`src/rtl/branch_resolve_unit_pkg.sv`:
```
// Shared processor definitions for branch resolution: opcode, counter and FSM encodings.
package branch_resolve_unit_pkg;

  localparam logic [6:0] BRANCH_OPCODE = 7'b1100011;

  typedef enum logic [1:0] {
    SNT = 2'b00,
    WNT = 2'b01,
    WT  = 2'b10,
    ST  = 2'b11
  } ctr_e;

  typedef enum logic {
    IDLE     = 1'b0,
    REDIRECT = 1'b1
  } brs_state_e;

  // Saturating 2-bit counter step toward the observed outcome.
  function automatic logic [1:0] ctr_step(input logic [1:0] ctr, input logic taken);
    logic [1:0] r;
    r = ctr;
    if (taken) begin
      if (ctr != ST) r = ctr + 2'd1;
    end else begin
      if (ctr != SNT) r = ctr - 2'd1;
    end
    return r;
  endfunction

endpackage

```
`src/rtl/bht_counter_table.sv`:
```
// Branch history table: 2^INDEX_BITS 2-bit saturating counters, one async read, one sync update.
module bht_counter_table
  import branch_resolve_unit_pkg::*;
#(
  parameter int         INDEX_BITS    = 6,
  parameter logic [1:0] COUNTER_RESET = 2'b01
) (
  input  logic                  clk,
  input  logic                  rst,
  input  logic [INDEX_BITS-1:0] rd_idx,
  output logic [1:0]            rd_ctr,
  input  logic                  wr_en,
  input  logic [INDEX_BITS-1:0] wr_idx,
  input  logic                  wr_taken
);

  localparam int ENTRIES = 1 << INDEX_BITS;

  logic [ENTRIES-1:0][1:0] tbl;

  // Fetch read sees the stored value only; a same-cycle update lands after the edge.
  assign rd_ctr = tbl[rd_idx];

  // Reset every counter, otherwise nudge the resolved entry toward its outcome.
  always_ff @(posedge clk or posedge rst) begin
    if (rst) begin
      tbl <= {ENTRIES{COUNTER_RESET}};
    end else if (wr_en) begin
      tbl[wr_idx] <= ctr_step(tbl[wr_idx], wr_taken);
    end
  end

endmodule

```
`src/rtl/branch_resolve_unit.sv`:
```
// Resolves EX-stage branches against the fetch prediction; redirects on mispredict,
// trains the BHT and keeps branch/mispredict statistics.
module branch_resolve_unit
  import branch_resolve_unit_pkg::*;
#(
  parameter int         INDEX_BITS    = 6,
  parameter logic [1:0] COUNTER_RESET = 2'b01
) (
  input  logic        clk,
  input  logic        rst,
  input  logic [31:0] fetch_pc,
  output logic        pred_taken,
  input  logic        ex_valid,
  input  logic        ex_is_branch,
  input  logic [31:0] ex_pc,
  input  logic [31:0] ex_imm,
  input  logic        ex_pred_taken,
  input  logic        branch_enable,
  output logic        redirect_valid,
  output logic [31:0] redirect_pc,
  output logic        flush,
  output logic [31:0] branch_count,
  output logic [31:0] mispredict_count
);

  brs_state_e  state_q, state_d;
  logic        resolve;
  logic        mispredict;
  logic [31:0] taken_target;
  logic [31:0] fall_through;
  logic [1:0]  fetch_ctr;

  // While redirecting, the EX slot is being squashed and must not train or count.
  assign resolve      = ex_valid && ex_is_branch && (state_q == IDLE);
  assign mispredict   = branch_enable != ex_pred_taken;
  assign taken_target = ex_pc + ex_imm;
  assign fall_through = ex_pc + 32'd4;
  assign pred_taken   = fetch_ctr[1];

  bht_counter_table #(
    .INDEX_BITS   (INDEX_BITS),
    .COUNTER_RESET(COUNTER_RESET)
  ) u_bht (
    .clk     (clk),
    .rst     (rst),
    .rd_idx  (fetch_pc[INDEX_BITS+1:2]),
    .rd_ctr  (fetch_ctr),
    .wr_en   (resolve),
    .wr_idx  (ex_pc[INDEX_BITS+1:2]),
    .wr_taken(branch_enable)
  );

  // State register; reset drops any pending redirect at once.
  always_ff @(posedge clk or posedge rst) begin
    if (rst) state_q <= IDLE;
    else     state_q <= state_d;
  end

  // Next state and redirect outputs: REDIRECT is a single-cycle pulse.
  always_comb begin
    state_d        = state_q;
    redirect_valid = 1'b0;
    flush          = 1'b0;
    case (state_q)
      IDLE:     if (resolve && mispredict) state_d = REDIRECT;
      REDIRECT: begin
        redirect_valid = 1'b1;
        flush          = 1'b1;
        state_d        = IDLE;
      end
      default:  state_d = IDLE;
    endcase
  end

  // Corrected PC captured on the mispredict edge; held otherwise.
  always_ff @(posedge clk or posedge rst) begin
    if (rst) begin
      redirect_pc <= '0;
    end else if (resolve && mispredict) begin
      redirect_pc <= branch_enable ? taken_target : fall_through;
    end
  end

  // Statistics on every resolve event; both wrap naturally at 32 bits.
  always_ff @(posedge clk or posedge rst) begin
    if (rst) begin
      branch_count     <= '0;
      mispredict_count <= '0;
    end else if (resolve) begin
      branch_count <= branch_count + 32'd1;
      if (mispredict) mispredict_count <= mispredict_count + 32'd1;
    end
  end

endmodule

```
`config.mk`:
```
export PLATFORM = sky130hd
export DESIGN_NAME = branch_resolve_unit
export DESIGN_NICKNAME = d
export VERILOG_FILES = /design/src/rtl/branch_resolve_unit_pkg.sv /design/src/rtl/bht_counter_table.sv /design/src/rtl/branch_resolve_unit.sv
export SDC_FILE = /design/constraint.sdc
export NUM_CORES = 1
export LEC_CHECK = 0
export ABC_AREA = 1
export BUFFER_PORTS_ARGS = -buffer_cell sky130_fd_sc_hd__buf_4
export CAP_MARGIN = 30
export CORE_UTILIZATION = 51
export DETAILED_ROUTE_END_ITERATION = 8
export MAX_ROUTING_LAYER = met4
export PLACE_DENSITY_LB_ADDON = 0.1
export SETUP_SLACK_MARGIN = 0.2
export SYNTH_ARGS = -nofsm -noshare
export SYNTH_HDL_FRONTEND = slang
export SYNTH_SLANG_ARGS = --single-unit
```
`constraint.sdc`:
```
create_clock -name clk -period 11.3 [get_ports clk]
set_clock_uncertainty 0.1 [all_clocks]
set_input_delay 2.26 -clock clk [delete_from_list [all_inputs] [get_ports clk]]
set_output_delay 2.26 -clock clk [all_outputs]
set_load 0.05 [all_outputs]
```
==> tab_implementation.tex <==
\begin{tabular}{lr}
\hline
Metric & Value \\
\hline
\multicolumn{2}{l}{\textbf{Run status}} \\
Run status & completed \\
\multicolumn{2}{l}{\textbf{Synth}} \\
Syn\_area\_per\_cell & 6.611 µm² \\
Post-synthesis instance area & 0.01488 mm² \\
Cell count after synthesis & 2251 \\
Yosys reg bits & 225 \\
Synth Net Count & 2388 \\
Unique masters post-synth & 39 \\
Number of flops mapped to enable cells by yosys & 0 \\
Sequential share of the synthesized area & 38.38\% \\
Fraction of registers with async set or reset after synthesis & 100.0\% \\
YS warnings & 0 \\
Most used DFF post-synth & sky130\_fd\_sc\_hd\_\_dfrtp\_1 \\
\multicolumn{2}{l}{\textbf{Pwr}} \\
Design internal power & 0.001575 W \\
Sequential group share of total power & 38.2\% \\
Combinational power share & 26.6\% \\
Switching power total & 0.0009053 W \\
Worst IR drop on VDD & 0.1107 mV \\
Net switching share of the total power & 36.50\% \\
Share of power burned in the clock network & 35.1\% \\
Power Dens Cells & 143.2 mW/mm² \\
Leak Pwr & 8.891 nW \\
\multicolumn{2}{l}{\textbf{Clocking}} \\
Post-CTS Hold Buffers & 0 \\
\# H-tree levels & 1 \\
Count of clock tree sinks & 225 \\
Cts repair resizes & 0 \\
Clock tree from TritonCTS & yes \\
Buffer type at the clock tree root & sky130\_fd\_sc\_hd\_\_clkbuf\_16 \\
Worst-Skew Late Latency & 0.57 ns \\
Worst-path clk slew & 0.06 ns \\
Bufs on Longest Clock Path & 3 \\
Total CTS buffers & 28 \\
Postcts setup bufs & 0 \\
\multicolumn{2}{l}{\textbf{Finish}} \\
Final non-filler cell total & 2797 \\
Net count of the finished layout & 2527 \\
Fraction of final layout cells with drive strength greater than 1 & 12.65\% \\
Filler cells & 2772 \\
Area added between synthesis and finish & 16.42\% \\
\multicolumn{2}{l}{\textbf{Routing}} \\
Final wirelength & 47.96 mm \\
Antenna-violating nets left & 0 \\
Routed length per instance & 17.15 µm \\
Number of detailed-routing iterations run before antenna repair & 5 \\
Mean number of vias per cell & 5.474 \\
DR DRC count & 0 \\
Number of design-rule violations left by the first detailed-router iteration & 1433 \\
Total via count in the routed design & 15310 \\
\multicolumn{2}{l}{\textbf{Floorplan}} \\
Std-Cell Core Area & 0.02870 mm² \\
Horizontal extent of the die & 172.8 µm \\
Top-Level Pins & 201 \\
Number of cell rows & 62 \\
Die area & 0.02987 mm² \\
Height of the chip & 172.8 µm \\
Initial Utilization & 51.84\% \\
\multicolumn{2}{l}{\textbf{Timing}} \\
Slew Limit Fails & 0 \\
Worst slack on hold paths & 0.3661 ns \\
RSZ-0062 raised after global routing & false \\
Worst Tran Pin Value & 1.016 ns \\
Finish-stage setup viols & 0 \\
Maximum clock frequency & 0.1522 GHz \\
Final Critical Period & 6.572 ns \\
Headroom to the max-slew limit & 32.15\% \\
Final count of hold timing violations & 0 \\
Final TNS setup & 0 ns \\
Period Utilization, post-route & 58.16\% \\
\multicolumn{2}{l}{\textbf{Setup path}} \\
Worst setup SP type & input port \\
Required time of the critical path & 8.94 ns \\
CP Capture Type & output pin \\
Worst setup path class & input port to output pin \\
Critical Path Fanout Max & 33 \\
Arr. time, crit path & 4.21 ns \\
\multicolumn{2}{l}{\textbf{Global routing}} \\
Via count of the first global-routing pass & 14337 \\
GRT Resource Usage Total & 32.78\% \\
Largest net degree at the start of global routing & 100 \\
Global-route wire length before repair & 76.40 mm \\
Grt total ovfl & 0 \\
Antenna violations before repair & 1 \\
\multicolumn{2}{l}{\textbf{Min path}} \\
Type of the worst min-delay path & register to register \\
\multicolumn{2}{l}{\textbf{Place}} \\
HPWL Detailed & 32.34 mm \\
Weighted congestion at the end of routability-driven global placement & 0.9156 \\
Total of buffers placed on input and output ports & 174 \\
Count of placed standard cells including taps & 2744 \\
\multicolumn{2}{l}{\textbf{Job}} \\
Count of max-cap constraint violations & 0 \\
\hline
\end{tabular}
## per-stage QoR
step / power (W) / util (%) / setup slack, ns / cell area [µm²]
floorplan: 0.001389 / - / 2.883 / 14880
global placement: 0.001604 / 57.03 / 4.532 / 16370
detailed placement: 0.001613 / 57.22 / 4.838 / 16420
CTS: 0.002489 / 60.35 / 4.827 / 17320
global route: 0.002581 / 60.36 / 4.614 / 17320
finish: 0.002480 / 60.36 / 4.728 / 17320
## synth_stat cells (all sizes together) (2+ instances only)
master / instances / area, µm²
a31oi: 13 / 81.33
o211ai: 8 / 60.06
nand4: 20 / 125.1
clkinv: 2 / 7.510
o22ai: 8 / 50.05
dfstp: 64 / 1682
a21o: 2 / 15.01
nand3: 132 / 660.6
o221ai: 9 / 78.83
clkbuf: 32 / 121.4
nor3: 87 / 440.4
dfrtp: 161 / 4029
and3: 2 / 12.51
o31ai: 2 / 15.01
nand3b: 6 / 45.04
xor2: 52 / 455.4
nor2: 210 / 788.3
or2: 2 / 12.51
a21oi: 74 / 370.4
buf: 44 / 265.3
nor3b: 3 / 22.52
xnor2: 29 / 254.0
nand2: 972 / 3654
o21bai: 5 / 37.54
inv: 199 / 747.0
nor4: 7 / 43.79
o21ai: 68 / 340.3
ha: 34 / 425.4
## cell families (layout without fill, tap and decap cells)
| family | Yosys count | count (layout) | share of synthesized area (%) |
|---|---|---|---|
| other cells | 0 | 1 | 0 |
| buf+inv | 277 | 438 | 7.668 |
| simple gates | 1442 | 1442 | 39.05 |
| xor+xnor | 81 | 81 | 4.768 |
| compound gates | 191 | 191 | 7.147 |
| fa+ha+maj | 35 | 35 | 2.993 |
| flops | 225 | 225 | 38.38 |
## area by class of cell
| cell class | instances | area, µm² | share of cell area [%] |
|---|---|---|---|
| clock buffers | 40 | 795.8 | 4.593 |
| multi-input cells | 1749 | 8041 | 46.42 |
| well taps | 384 | 480.5 | 2.773 |
| repair buffers | 185 | 1429 | 8.248 |
| clock inverters | 12 | 102.6 | 0.5922 |
| inverters | 201 | 762.0 | 4.398 |
| diodes | 1 | 2.502 | 0.01444 |
| flip-flops and latches | 225 | 5710 | 32.96 |
## layer usage
layer	GRT usage [%]	vias up	part of all wire (%)
met5	-	-	0
met4	12.21	0	3.9
met3	5.211	116	8.3
met2	49.24	646	44
met1	44.64	7134	44
li1	-	7414	-
## final timing paths
path / slack (ns) / to / cells after the start / start
max: 4.73 / pred_taken / 10 / fetch_pc[2]
max in group asynchronous: 7.34 / redirect_pc[30]$_DFFE_PP0P_ / 4 / rst
min in group asynchronous: 1.66 / u_bht.tbl[11]$_DFFE_PP0P_ / 2 / rst
max reg2reg: 7.74 / u_bht.tbl[112]$_DFFE_PP1P_ / 15 / u_bht.tbl[89]$_DFFE_PP0P_
min reg2reg: 0.37 / u_bht.tbl[60]$_DFFE_PP1P_ / 2 / u_bht.tbl[60]$_DFFE_PP1P_
min: 0.37 / u_bht.tbl[60]$_DFFE_PP1P_ / 2 / u_bht.tbl[60]$_DFFE_PP1P_
## flip-flops by register name (all words and copies together), names as in the netlist
name,count
branch_count,32
mispredict_count,32
u_bht.tbl,128
state_q,1
redirect_pc,32
## power by group through the flow
stage	clock network [W]	registers, W	logic (W)
floorplan	0	0.00113	0.000257
global placement	0	0.000957	0.000646
detailed placement	0	0.000959	0.000655
CTS	0.000885	0.000948	0.000657
global route	0.000917	0.000958	0.000706
finish	0.000871	0.000949	0.000661
## critical path, cell delays in order
cell and delay (ns):
sky130_fd_sc_hd__buf_4 0.35, sky130_fd_sc_hd__inv_1 0.32, sky130_fd_sc_hd__buf_16 0.25, sky130_fd_sc_hd__o21ai_0 0.16
sky130_fd_sc_hd__o221ai_1 0.20, sky130_fd_sc_hd__o211ai_1 0.19, sky130_fd_sc_hd__nand3_1 0.11, sky130_fd_sc_hd__nand3b_1 0.09
sky130_fd_sc_hd__nand2_1 0.07, sky130_fd_sc_hd__buf_4 0.19
## placed cells by master, fill, tap and decap left out, drive strengths merged, types with 2 or more instances in the layout
cell / Yosys / routed
o22ai: 8 / 8
or2: 2 / 2
o211ai: 8 / 8
buf: 44 / 185
nor3b: 3 / 3
o221ai: 9 / 9
and3: 2 / 2
clkinv: 2 / 9
o21bai: 5 / 5
a31oi: 13 / 13
a21o: 2 / 2
o31ai: 2 / 2
clkbuf: 32 / 40
nor3: 87 / 87
nor4: 7 / 7
clkinvlp: 0 / 3
dfrtp: 161 / 161
nor2: 210 / 210
nand3: 132 / 132
dfstp: 64 / 64
nand2: 972 / 972
xor2: 52 / 52
a21oi: 74 / 74
nand4: 20 / 20
o21ai: 68 / 68
inv: 199 / 201
nand3b: 6 / 6
ha: 34 / 34
xnor2: 29 / 29
Power figures use the tool's default switching activity.
